File: config.mk
export PLATFORM = sky130hd
export DESIGN_NAME = alu4_req_core
export DESIGN_NICKNAME = d
export VERILOG_FILES = /design/src/rtl/alu_pkg.sv /design/src/rtl/alu4_req_comb.sv /design/src/rtl/alu4_req_core.sv
export SDC_FILE = /design/constraint.sdc
export NUM_CORES = 1
export LEC_CHECK = 0
export ABC_CLOCK_PERIOD_IN_PS = 2300
export CORE_UTILIZATION = 53
export CTS_CLUSTER_SIZE = 8
export DETAILED_ROUTE_END_ITERATION = 8
export PLACE_DENSITY = 0.88
export SLEW_MARGIN = 30
export SYNTH_ARGS = -nofsm -noshare
export SYNTH_HDL_FRONTEND = slang
export SYNTH_SLANG_ARGS = --single-unit
File: constraint.sdc
create_clock -name clk -period 2.3 [get_ports clk]
set_clock_uncertainty 0.15 [all_clocks]
set_input_delay 0.575 -clock clk [delete_from_list [all_inputs] [get_ports clk]]
set_output_delay 0.575 -clock clk [all_outputs]
set_load 0.05 [all_outputs]
File: src/rtl/alu_pkg.sv
// alu_pkg: opcode encodings and compare-result bit positions for the 4-bit ALU
package alu_pkg;
   localparam logic [2:0] OP_ADD = 3'b000;
   localparam logic [2:0] OP_SUB = 3'b001;
   localparam logic [2:0] OP_AND = 3'b010;
   localparam logic [2:0] OP_OR  = 3'b011;
   localparam logic [2:0] OP_XOR = 3'b100;
   localparam logic [2:0] OP_SHL = 3'b101;
   localparam logic [2:0] OP_SHR = 3'b110;
   localparam logic [2:0] OP_CMP = 3'b111;
   localparam int CMP_GT = 0;
   localparam int CMP_EQ = 1;
endpackage

File: src/rtl/alu4_req_comb.sv
// alu4_req_comb: combinational result and carry for the eight ALU opcodes
module alu4_req_comb
   import alu_pkg::*;
#(
   parameter int WIDTH = 4
) (
   input  logic [WIDTH-1:0] i_a,
   input  logic [WIDTH-1:0] i_b,
   input  logic [2:0]       i_sel,
   output logic [WIDTH-1:0] o_result,
   output logic             o_carry
);
   logic [WIDTH:0] w_sum;
   logic [WIDTH:0] w_diff;
   assign w_sum  = {1'b0, i_a} + {1'b0, i_b};
   // the extra bit of an unsigned subtract is the borrow, set exactly when A < B
   assign w_diff = {1'b0, i_a} - {1'b0, i_b};
   always_comb begin
      o_result = '0;
      o_carry  = 1'b0;
      case (i_sel)
         OP_ADD:  {o_carry, o_result} = w_sum;
         OP_SUB:  {o_carry, o_result} = w_diff;
         OP_AND:  o_result = i_a & i_b;
         OP_OR:   o_result = i_a | i_b;
         OP_XOR:  o_result = i_a ^ i_b;
         OP_SHL:  {o_carry, o_result} = {i_a, 1'b0};
         OP_SHR:  {o_result, o_carry} = {1'b0, i_a};
         default: begin
            o_result[CMP_EQ] = i_a == i_b;
            o_result[CMP_GT] = i_a > i_b;
         end
      endcase
   end
endmodule

File: src/rtl/alu4_req_core.sv
// alu4_req_core: registered ALU, result and flags one clock after a valid request
module alu4_req_core
   import alu_pkg::*;
#(
   parameter int WIDTH = 4
) (
   input  logic             clk,
   input  logic             rst_n,
   input  logic             in_valid,
   input  logic [WIDTH-1:0] A,
   input  logic [WIDTH-1:0] B,
   input  logic [2:0]       sel,
   output logic [WIDTH-1:0] C,
   output logic             carry,
   output logic             zero,
   output logic             out_valid
);
   logic [WIDTH-1:0] w_result;
   logic             w_carry;
   logic [WIDTH-1:0] r_c;
   logic             r_carry;
   logic             r_zero;
   logic             r_valid;
   alu4_req_comb #(.WIDTH(WIDTH)) u_comb (
      .i_a      (A),
      .i_b      (B),
      .i_sel    (sel),
      .o_result (w_result),
      .o_carry  (w_carry)
   );
   always_ff @(posedge clk or negedge rst_n) begin
      if (!rst_n) begin
         r_c     <= '0;
         r_carry <= 1'b0;
         r_zero  <= 1'b0;
         r_valid <= 1'b0;
      end else begin
         r_valid <= in_valid;
         if (in_valid) begin
            r_c     <= w_result;
            r_carry <= w_carry;
            r_zero  <= w_result == '0;
         end
      end
   end
   assign C         = r_c;
   assign carry     = r_carry;
   assign zero      = r_zero;
   assign out_valid = r_valid;
endmodule

**Word level (Yosys, flattened, before mapping)**

Index checks and enable logic that the tools add are counted.

- Register bits after elaboration: 7
- Latch bits: 0
- Memory bits (writable): 0
- Bits in read-only memories: 0
- Bits of input ports: 14
- Output and inout bits: 7
- Logic and storage cells: 22
- Memories kept: 0

- Add/subtract/negate cells: 2
- $mul: 0
- Div/mod/pow operators: 0
- Order comparisons: 1
- Equality and inequality tests: 7
- Shifts and indexed selects: 0
- Muxes and demuxes: 3
- Bitwise gates (word level): 3
- Reductions and logical operators: 2

Operators by type and width:

| kind | count |
|---|---|
| 2-bit case mux with 7 select lines | 2 |
| 3-bit equality test, second input constant | 3 |
| 3-bit by 2-bit equality test with 1-bit output, second input constant | 2 |
| 4-bit by 4-bit adder with 5-bit output | 1 |
| 4-bit by 4-bit subtractor with 5-bit output | 1 |
| 4-bit bitwise AND | 1 |
| 4-bit equality test | 1 |
| 4-bit > comparator | 1 |
| 4-bit zero test | 1 |
| 4-bit OR | 1 |
| 1-bit case mux with 4 select lines | 1 |
| 4-bit XOR | 1 |
| 3-bit by 1-bit equality test with 1-bit output, second input constant | 1 |
| 3-bit zero test | 1 |

**Longest topological paths before layout**

- Depth in word-level cells: 3
- Gate-level depth with buffers: 9
- Depth with buffers taken out: 9

**Modules after synthesis**

Synthesis repeated with hierarchy kept, for this count alone.

- Cell total of the unflattened synthesis: 99
- Area, all modules: 924.6 µm²

Modules (own cells, without submodules):

| module | instances | cells each | area an instance (µm²) | seq. area each (µm²) |
|---|---|---|---|---|
| alu4_req_comb | 1 | 84 | 635.6 | 0.0 |
| alu4_req_core | 1 | 15 | 289.0 | 175.2 |

**Worst setup path after synthesis**

Ideal clock, no wire load.

- Kind: input-to-reg
- Start point: input B[1]
- End point: register r_c[3], in the netlist C[3]
- Library setup time: 0.125 ns
- Arrival time: 1.961 ns
- Data required time: 2.025 ns
- Path slack: 0.064 ns
- Stages: 7
- Path buffers: 0
- Path through: inv_1 ha_1 o21bai_1 a21oi_2 xnor2_1 a311o_1 mux2_4

- Word-level cells in the longest chain between the ends: 2
- Elaborated cells on any way between the ends: 3
- Classes of those cells: 2 x add/sub; 1 x mux

RTL lines:

| item | line | RTL |
|---|---|---|
| from (decl) | alu4_req_core.sv:11 | `input logic [WIDTH-1:0] B,` |
| 4-bit by 4-bit subtractor with 5-bit output or 4-bit by 4-bit adder with 5-bit output (tied branches) | alu4_req_comb.sv:17, alu4_req_comb.sv:15 |  |
| 2-bit case mux with 7 select lines * | alu4_req_comb.sv:21 | `case (i_sel)` |
| to (signal assigned) | alu4_req_core.sv:40 | `r_c <= w_result;` |
| to (decl) | alu4_req_core.sv:20 | `logic [WIDTH-1:0] r_c;` |

Mark *: on every way between the ends. The rest lies on a longest branch, timed or not.
A chain may end at the register's enable or synchronous reset.

**Final worst setup path**

- Start point: input sel[1]
- End point: register r_zero, in the netlist zero

- Word-level cells in the longest chain between the ends: 3
- Elaborated cells on any way between the ends: 10
- Classes of those cells: 6 x eq/ne; 2 x mux; 2 x reduce/logical

RTL lines:

| item | line | RTL |
|---|---|---|
| from (decl) | alu4_req_core.sv:12 | `input logic [2:0] sel,` |
| 3-bit equality test (tied with other cells) | alu4_req_comb.sv:21 |  |
| 2-bit case mux with 7 select lines | alu4_req_comb.sv:21 |  |
| 4-bit zero test * | alu4_req_core.sv:42 | `r_zero <= w_result == '0;` |
| to (signal assigned) | alu4_req_core.sv:35 | `r_zero <= 1'b0;` |
| to (signal assigned) | alu4_req_core.sv:42 |  |
| to (decl) | alu4_req_core.sv:22 | `logic r_zero;` |

Marks and branches as above.

==> metrics <==
run status=complete, but fails checks; failing checks=DRC; Post-layout nets=roughly 190; diode count=0; slew margin rel.=65.9%; HPWL after DPL=between 2 and 2.5 mm; largest net degree at the start of global routing=11; Pwr Density=about 430 mW/mm²; final wirelength=~3.3 mm; dominant cells by area after synthesis=dfrtp_1 (19%), ha_1 (16%), mux2i_1 (6.5%); slew at the pin with the worst max-slew slack=slightly above 0.5 ns; final instance area=about 0.0015 mm²; Worst Hold Class=flop to flop; grt ovf=0; YS warnings=0; Mapped Avg Cell Area=8.90 µm²; synth unique cells=45; P&R area growth vs syn=57.8%; Initial Utilization=58.7%; total global-route track usage=38.4%; DR WL/cell=19.1 µm; CTS Buf Count=3; Via Count=~1100; core area=0.00158 mm²; drt drc=2; number of port buffers=20; full die area=~0.0019 mm²; CP arrival=2.25 ns; crit path max fanout=6; share of layout cells above drive strength 1=43.3%; Synthesized Nets=132; CP Launch Type=input port; Yosys top cell area share=18.9%; final setup vio count=0; initial antenna violation count=0; max-cap violations=0; maximum root-to-sink buffer count=2; f_max=0.445 GHz; Root Driver=clkbuf_4; vias per cell=about 6.2; H-Tree Depth=1; first-pass GRT wire length=5.31 mm; DR iter-0 viols=56; DIE HEIGHT=between 40 and 50 µm; CTS tree=yes; Detailed Routing Iterations Pass 1=6; min Tclk post-route=about 2.2 ns; mapped cell area=a little over 900 µm²; Hold Buf Count CTS=0; Setup crit end kind=flop; number of synthesized register bits=7; clk_lat worst skew=about 0.26 ns; cell taking the most area after synthesis=dfrtp_1; Util after Layout=between 90% and 100%; row cnt=14; Sink Count=7; io pins=21; Tcrit/Tclk final=a little over nine tenths; final RePlAce weighted congestion=0.844; Worst EP required=between 2 and 2.5 ns; post-synthesis cell count=between 100 and 150; Max Transition Viols Final=0; crit path kind=input port to flop; Fin. Hold Viols=0; instance area at placement=approximately 0.0013 mm²; Peak VDD IR=0.505 mV; Reg clk slew, reported paths=0.05 ns; vias in the first global route=1088; filler cell count=61; DRT antenna net count=0; Seq/Total Area, Yosys=18.9%; Die W=43.8 µm; leakage power=0.725 nW
==> cells in the final DEF, fill, tap and decap left out, types with 3 or more instances in the layout <==
cell type	synthesis	final
buf_4	2	31
clkdlybuf4s50_1	0	11
inv_1	14	9
dfrtp_1	7	7
ha_1	12	7
inv_2	1	6
mux2i_1	6	6
a21oi_1	7	5
nor2_1	5	5
dlygate4sd2_1	0	5
nor2b_1	4	4
o21ai_1	1	3
a21o_1	3	3
a21oi_2	1	3
ha_4	0	3
clkbuf_4	0	3
clkbuf_2	0	3
buf_6	1	3
==> worst max-delay path, stage by stage <==
cell	delay, ns
clkdlybuf4s50_1	0.52
buf_4	0.20
nor2b_2	0.16
a221oi_2	0.22
a21oi_1	0.08
a21o_1	0.22
o41ai_2	0.28
==> synthesized netlist by cell type <==
cell and instances:
nand3_1 1, nand2_1 2, o41ai_2 1, buf_1 1
xnor2_1 1, buf_4 2, and2b_4 1, o211ai_1 1
o31ai_1 2, mux2i_1 6, a311oi_1 1, o21bai_1 1
o21ai_1 1, nor2_1 5, mux2_4 1, a221o_2 1
nor3_1 2, a21o_1 3, o41ai_1 1, a21boi_1 1
buf_2 1, or4_1 1, o22ai_1 1, o211a_1 1
o21a_1 1, nand2b_1 1, buf_6 1, a221oi_2 1
mux2_2 2, a21oi_2 1, fa_1 2, a21oi_1 7
a211oi_1 1, o21ai_0 3, a221oi_1 1, nand2_2 1
inv_1 14, a311o_1 1, ha_1 12, nand3b_1 2
nor2b_2 1, nor2b_1 4, inv_2 1, dfrtp_1 7
a211o_1 1
==> through the flow <==
| stage | setup slack, ns | setup TNS, ns | power (mW) | hold slack (ns) | std cells |
|---|---|---|---|---|---|
| finish | 0.0531 | 0 | 0.631 | 0.344 | 173 |
| global route | -0.0207 | -0.0225 | 0.661 | 0.361 | 173 |
| CTS | 0.00632 | 0 | 0.606 | 0.358 | 169 |
| detailed placement | -0.603 | -2.71 | 0.467 | 0.331 | 162 |
| global placement | -0.557 | -2.42 | 0.457 | 0.317 | 162 |
| floorplan | 0.0636 | 0 | 0.335 | 0.129 | 104 |
==> cells by family (layout without fill, tap and decap cells) <==
| group | count (synthesis) | after routing | synth area share [%] |
|---|---|---|---|
| multiplexers | 9 | 9 | 10.5 |
| adder cells (fa/ha/maj) | 14 | 14 | 20.5 |
| XOR/XNOR | 1 | 1 | 0.946 |
| buffers and inverters | 20 | 73 | 9.86 |
| AND/OR/NAND/NOR | 21 | 21 | 13.0 |
| AO/OA/AOI/OAI | 32 | 32 | 26.2 |
| flip-flops | 7 | 7 | 18.9 |
==> routing by layer <==
| layer | track usage, % | share of wire, % |
|---|---|---|
| met1 | 44.5 | 37 |
| met2 | 68.1 | 48 |
| met3 | 4.58 | 7.5 |
| met4 | 20.6 | 7.3 |
| met5 | 0 | 0 |
==> cell type report <==
type	count	area [µm²]	share of cell area (%)
Timing Repair Buffer	54	448	30.7
Tap cell	16	20.0	1.37
Clock buffer	4	26.3	1.80
Multi-Input combinational cell	77	736	50.3
Sequential cell	7	175	12.0
Inverter	15	56.3	3.85
==> power breakdown <==
part	switching [mW]	leakage (nW)	internal, mW	total, mW
logic	0.199	0.625	0.166	0.366
registers	0.0101	0.0845	0.140	0.150
clock network	0.0483	0.0150	0.0664	0.115
==> flip-flops by register name (all words and copies together), names as in the netlist <==
name,flops
out_valid,1
C,4
carry,1
zero,1
==> final timing paths <==
kind	from	cells past startpoint	end	slack (ns)
worst min-delay path	C[2]	1	C[2]	0.34
max in group asynchronous	rst_n	1	C[1]	1.34
worst max register to register	C[3]	1	C[3]	1.37
min in group asynchronous	rst_n	1	C[0]	0.42
worst min register to register	C[2]	1	C[2]	0.34
worst max-delay path	sel[1]	7	zero	0.05
==> timing repair <==
item                       in CTS  in global routing
setup endpoints to repair       6                  5
setup buffers                   3                  4
pin swaps                       7                  8
gates resized for setup        28                 12
No activity file was read; power rests on OpenSTA's default activity.
